### config.mk
export PLATFORM = sky130hd
export DESIGN_NAME = i2s_tx_serializer
export DESIGN_NICKNAME = d
export VERILOG_FILES = /design/src/rtl/i2s_tx_serializer.sv
export SDC_FILE = /design/constraint.sdc
export NUM_CORES = 1
export LEC_CHECK = 0
export BUFFER_PORTS_ARGS = -buffer_cell sky130_fd_sc_hd__buf_4
export CAP_MARGIN = 20
export CORE_AREA = 10 10 90 92
export CTS_BUF_LIST = sky130_fd_sc_hd__clkbuf_4
export CTS_CLUSTER_DIAMETER = 150
export DETAILED_ROUTE_END_ITERATION = 10
export DIE_AREA = 0 0 100 102
export GPL_ROUTABILITY_DRIVEN = 0
export PLACE_DENSITY = 0.76
export SYNTH_ARGS = -nofsm -noshare
export SYNTH_HDL_FRONTEND = slang
export SYNTH_SLANG_ARGS = --single-unit
### constraint.sdc
create_clock -name clk -period 2.9 [get_ports clk]
set_input_delay 0.87 -clock clk [delete_from_list [all_inputs] [get_ports clk]]
set_output_delay 0.87 -clock clk [all_outputs]
set_load 0.02 [all_outputs]
### src/rtl/i2s_tx_serializer.sv
// i2s_tx_serializer: CS4272 I2S transmit path, clock generation plus stereo serializer; define I2S_TX_ZERO_ON_UNDERRUN_EN to send silence on underrun instead of repeating the last pair
module i2s_tx_serializer #(
   parameter int DATA_W = 16
) (
   input  logic              clk,
   input  logic              rst,
   input  logic              snd_vld,
   output logic              snd_rdy,
   input  logic [DATA_W-1:0] lft_in,
   input  logic [DATA_W-1:0] rht_in,
   output logic              MCLK,
   output logic              SCLK,
   output logic              LRCLK,
   output logic              SDin,
   output logic              frm_strt,
   output logic              underrun
);
   localparam int SLOT_W = 32;
   localparam int IW = $clog2(DATA_W);
   logic [10:0]       cnt, nxt;
   logic [DATA_W-1:0] hold_lft, hold_rht, shift_lft, shift_rht, sh;
   logic              full, load, sd_nxt;
   logic [4:0]        slot;
   logic [IW-1:0]     idx;
   // next-slot bit: slot 0 is the I2S delay bit, then MSB first, then zero pad
   always_comb begin
      nxt = cnt + 11'd1;
      load = cnt == 11'h7FF;
      slot = nxt[9:5];
      sh = nxt[10] ? shift_rht : shift_lft;
      idx = IW'(DATA_W - int'(slot));
      sd_nxt = (slot != 5'd0 && int'(slot) <= DATA_W) ? sh[idx] : 1'b0;
   end
   assign snd_rdy  = ~full;
   assign frm_strt = load & full;
   assign underrun = load & ~full;
   // codec clocks follow the next count so every edge lands with its cnt bit transition
   always_ff @(posedge clk or posedge rst) begin
      if (rst) begin
         cnt   <= '0;
         MCLK  <= 1'b0;
         SCLK  <= 1'b0;
         LRCLK <= 1'b0;
      end else begin
         cnt   <= nxt;
         MCLK  <= nxt[1];
         SCLK  <= nxt[4];
         LRCLK <= nxt[10];
      end
   end
   // SDin changes together with the SCLK fall so it is stable at the rise
   always_ff @(posedge clk or posedge rst) begin
      if (rst) SDin <= 1'b0;
      else if (cnt[4:0] == 5'(SLOT_W - 1)) SDin <= sd_nxt;
   end
   // hold register fill and atomic frame load of both channels
   always_ff @(posedge clk or posedge rst) begin
      if (rst) begin
         hold_lft  <= '0;
         hold_rht  <= '0;
         shift_lft <= '0;
         shift_rht <= '0;
         full      <= 1'b0;
      end else begin
         if (snd_vld && !full) begin
            hold_lft <= lft_in;
            hold_rht <= rht_in;
            full     <= 1'b1;
         end
         if (load && full) begin
            shift_lft <= hold_lft;
            shift_rht <= hold_rht;
            full      <= 1'b0;
         end
`ifdef I2S_TX_ZERO_ON_UNDERRUN_EN
         else if (load) begin
            shift_lft <= '0;
            shift_rht <= '0;
         end
`endif
      end
   end
endmodule
# Word-level counts from Yosys, hierarchy flattened
# Cells that the tools add are included.
# totals
reg_bits	80
in_bits	35
output_inout_bits	7
elab_cells	31
# classes
addsub	2
magnitude_cmp	2
eq_ne	2
n_mux	6
bitwise_logic	3
n_reduce_logical	6
# op_table
operator	count
2-to-1 mux 16 bit	1
adder 11 x 1 -> 11 bit, second input constant	1
== test 11 bit, second input constant	1
== test 5 bit, second input constant	1
less-or-equal comparator 5 bit, second input constant	1
< comparator 4 x 5 -> 1 bit, second input constant	1
nonzero test 5 bit	1
binary-select mux 1 bit (select 4 bit)	1
2-to-1 mux 1 bit	4
subtractor 1 x 4 -> 4 bit, first input constant	1
logical AND 1 bit	3
bitwise AND 1 bit	2
nonzero test 2 bit	1
logical NOT 1 bit	1
inverter 1 bit	1

# Longest topological paths before layout
# depth
depth_word	5
depth_mapped	11
mapped_depth_nobuf	11

# Least setup slack after synthesis
# No wires, ideal clock.
# synth_path
path_type	register to output
start	register cnt[1]
end	output frm_strt
t_arrival_ps	1876
required_time_ps	2030
slack_ps	154
stages_incl_launch_ff	7
n_path_buf	1
path_cell_list	dfrtp_1 -> ha_1 -> nand2_1 -> nor4_4 -> nand3_1 -> clkinv_1 -> clkbuf_1
# synth_via
elab_chain_cells	2
# synth_lines
element	line	rtl
start, declared	20	logic [10:0] cnt, nxt;
start signal, assigned	45	cnt <= nxt;
== test 11 bit	28	load = cnt == 11'h7FF;
bitwise AND 1 bit	35	assign frm_strt = load & full;
end, declared	15	output logic frm_strt,
# No other way between the ends.

# Worst setup path in the final report
# layout_path
start	register cnt[1]
end	register SDin
# layout_via
elab_chain_cells	5
word_cells_on_any_way	10
classes_between	add/sub (2); order compare (1); eq/ne (1); mux (4); reduce/logical (2)
# layout_lines
element	line	rtl
adder 11 x 1 -> 11 bit *	27	nxt = cnt + 11'd1;
named net nxt[6]	20	
subtractor 1 x 4 -> 4 bit	31	idx = IW'(DATA_W - int'(slot));
binary-select mux 1 bit (select 4 bit)	32	sd_nxt = (slot != 5'd0 && int'(slot) <= DATA_W) ? sh[idx] : 1'b0;
2-to-1 mux 1 bit (implied by the code)	32	
2-to-1 mux 1 bit *	32	
end signal, assigned	54	else if (cnt[4:0] == 5'(SLOT_W - 1)) SDin <= sd_nxt;
end, declared	14	output logic SDin,
# The timed path passes the listed nets; every way through them passes the cells marked *. The select of a mux whose other input is x is not followed.
# A chain may end at the register's enable or synchronous reset.

==> run metrics <==
final period utilization 0.941; DP HPWL 4540 um; post-route ant nets 0; commonest cells after routing, fill and taps aside nand2_1 (99), dfrtp_1 (77), buf_4 (45); status completed; largest family of logic cells by synthesized area multiplexers; Avg Vias per Cell 5.19; CTS H-Tree Depth 3; Pwr Density 509 mW/mm^2; Mapped Cells 283; Worst Path Max Fanout 4; Yosys top cell area share 0.580; largest net degree at the start of global routing 35; Buf+Inv Stages, Crit Path 1; initial DRC count 67; wire length per cell 15.0 um; first-pass GRT wire length 10700 um; kind of cell adding the most delay to the critical path XOR/XNOR gates; top achievable clock speed 367 MHz; crit path time final 2.73 ns; CP Cell Sequence ha_1, nand2_1, nor2_1, xnor2_1, inv_1, ha_1, xnor3_2, and2_2, a22o_2, o2111ai_1, o211ai_1; Min-Delay Path Class reg -> reg; Port-buffer cells 41; crit-path most repeated cell ha_1; Avg Cell Area, Syn 11.7 um^2; Pre-antenna DRT Iters 4; yosys synthesis warning count 0; largest area contributor in the netlist dfrtp_1; post-CTS sizing 0; Setup Buffers After CTS 0; Yosys cell types 28; Die Span X 100 um; final hold viol count 0; Synth Area in Compound Gates 0.0192; antenna cells 0; #FFs+latches synth 77; Setup TNS 0 ns; initial antenna violation count 0; multiplexer share of the synthesized area 0.171; asr flop ratio synth 1.00; sequential share of the synthesized area 0.580; total track usage 0.130; clock skew 0.0113 ns; Leak 0.00205 uW; Setup WS post-layout 0.172 ns; Area contributors post-synth dfrtp_1 (58%), nand2_1 (11%), mux2_2 (11%), mux4_1 (5.5%), xnor2_1 (1.6%); clock root buffer clkbuf_4; Primary FF master, synth dfrtp_1; maximum VDD drop 0.000349 V; Netlist Area Pre-Place 0.00332 mm^2; Final Slew Violations 0; crit path capture type flip-flop; clock tree buffer depth 2; total chip power 2000 uW; CP arrival 3.03 ns; Core Footprint 0.00628 mm^2; Synth Area in XOR/XNOR 0.0384; adder-cell area share of the yosys netlist 0.0113; Num CTS Buffers 9; die area 0.0102 mm^2; Worst Max-Slew Pin Slew 0.516 ns; simple-gate share of the synthesized area 0.152; Critical Path Start Type flip-flop; commonest non-fill, non-tap cell in the layout nand2_1; CP Class reg -> reg; nets 368; CTS sink count 77; Die H 102 um; Final setup viols 0; DRC 0; routed wire length 6170 um; CTS tree built; Top-Level Pins 42; share of layout cells above drive strength 1 0.325; Setup WS pre-CTS 0.242 ns; Initial Utilization 0.529; Slowest cell on crit path dfrtp_1; worst-skew pair later-pin latency 0.41 ns; vias in the first global route 2279; DR vias 2140; Worst Path Required 3.20 ns; Overflow after GRT 0; Post-synth EDFFs 0; Rows 29; Worst-path clk slew 0.13 ns; CTS Hold Buffers Added 0; Maximum Capacitance Violations 0; RSZ-0062 raised after global routing false; relative slew slack 0.654; syn_nets 321; slowest stage delay, CP 0.42 ns; area grow syn2layout 18.0%
## report_power, final
part           internal (uW)  total, uW  switching, uW  leakage [uW]
Combinational           69.8        107           37.2      0.000952
Clock                    354        736            382     0.0000881
Sequential              1120       1150           27.0       0.00101
Total                   1550       2000            446       0.00205
## per-stage QoR
step	hold slack (ns)	area (um^2)	util	std cells
finish	0.460	3920	0.624	412
CTS	0.467	3920	0.624	412
floorplan	0.420	3320	-	283
global placement	0.435	3750	0.598	396
global route	0.482	3920	0.624	412
detailed placement	0.449	3750	0.598	396
## final cells by class
class,instances,area (um^2)
fill,523,2360
multi-input combinational,182,1300
clock inverter,7,98.8
timing repair buffer,47,378
tap,77,96.3
sequential,77,1930
clock buffer,9,67.6
inverter,13,48.8
## synthesized netlist by cell type, drive strengths merged, types with 3 or more instances
cell type	n
a22o	4
buf	4
clkbuf	7
dfrtp	77
ha	3
inv	12
mux2	32
mux4	8
nand2	99
nand3	4
nor2	6
nor3	4
xnor2	7
xor2	4
## per-layer routing
layer | up-vias | wire (um) | global-route usage
li1 | 1036 | - | -
met1 | 1057 | 2810 | 0.165
met2 | 37 | 2990 | 0.206
met3 | 10 | 287 | 0.0364
met4 | 0 | 78 | 0.0522
met5 | - | 0 | 0
## sequential cells by signal (all words and copies together) (netlist names)
register and flops:
LRCLK 1, SDin 1, cnt 10, full 1, hold_lft 16, hold_rht 16, shift_lft 16, shift_rht 16
## logic make-up after synthesis
family,after synthesis
buf+inv,24
flops,77
xor+xnor,12
simple gates,120
mux,40
fa+ha+maj,3
compound gates,7
## final timing paths
kind | slack [ns] | start | cells after the start | end
setup / recovery | 0.17 | cnt[1] | 11 | SDin
hold / removal | 0.46 | cnt[0] | 1 | cnt[0]
setup reg to reg | 0.17 | cnt[1] | 11 | SDin
hold reg to reg | 0.46 | cnt[0] | 1 | cnt[0]
max in group asynchronous | 1.74 | rst | 3 | hold_lft[14]
min in group asynchronous | 0.48 | rst | 2 | hold_rht[2]
No activity file was read; power rests on OpenSTA's default activity.
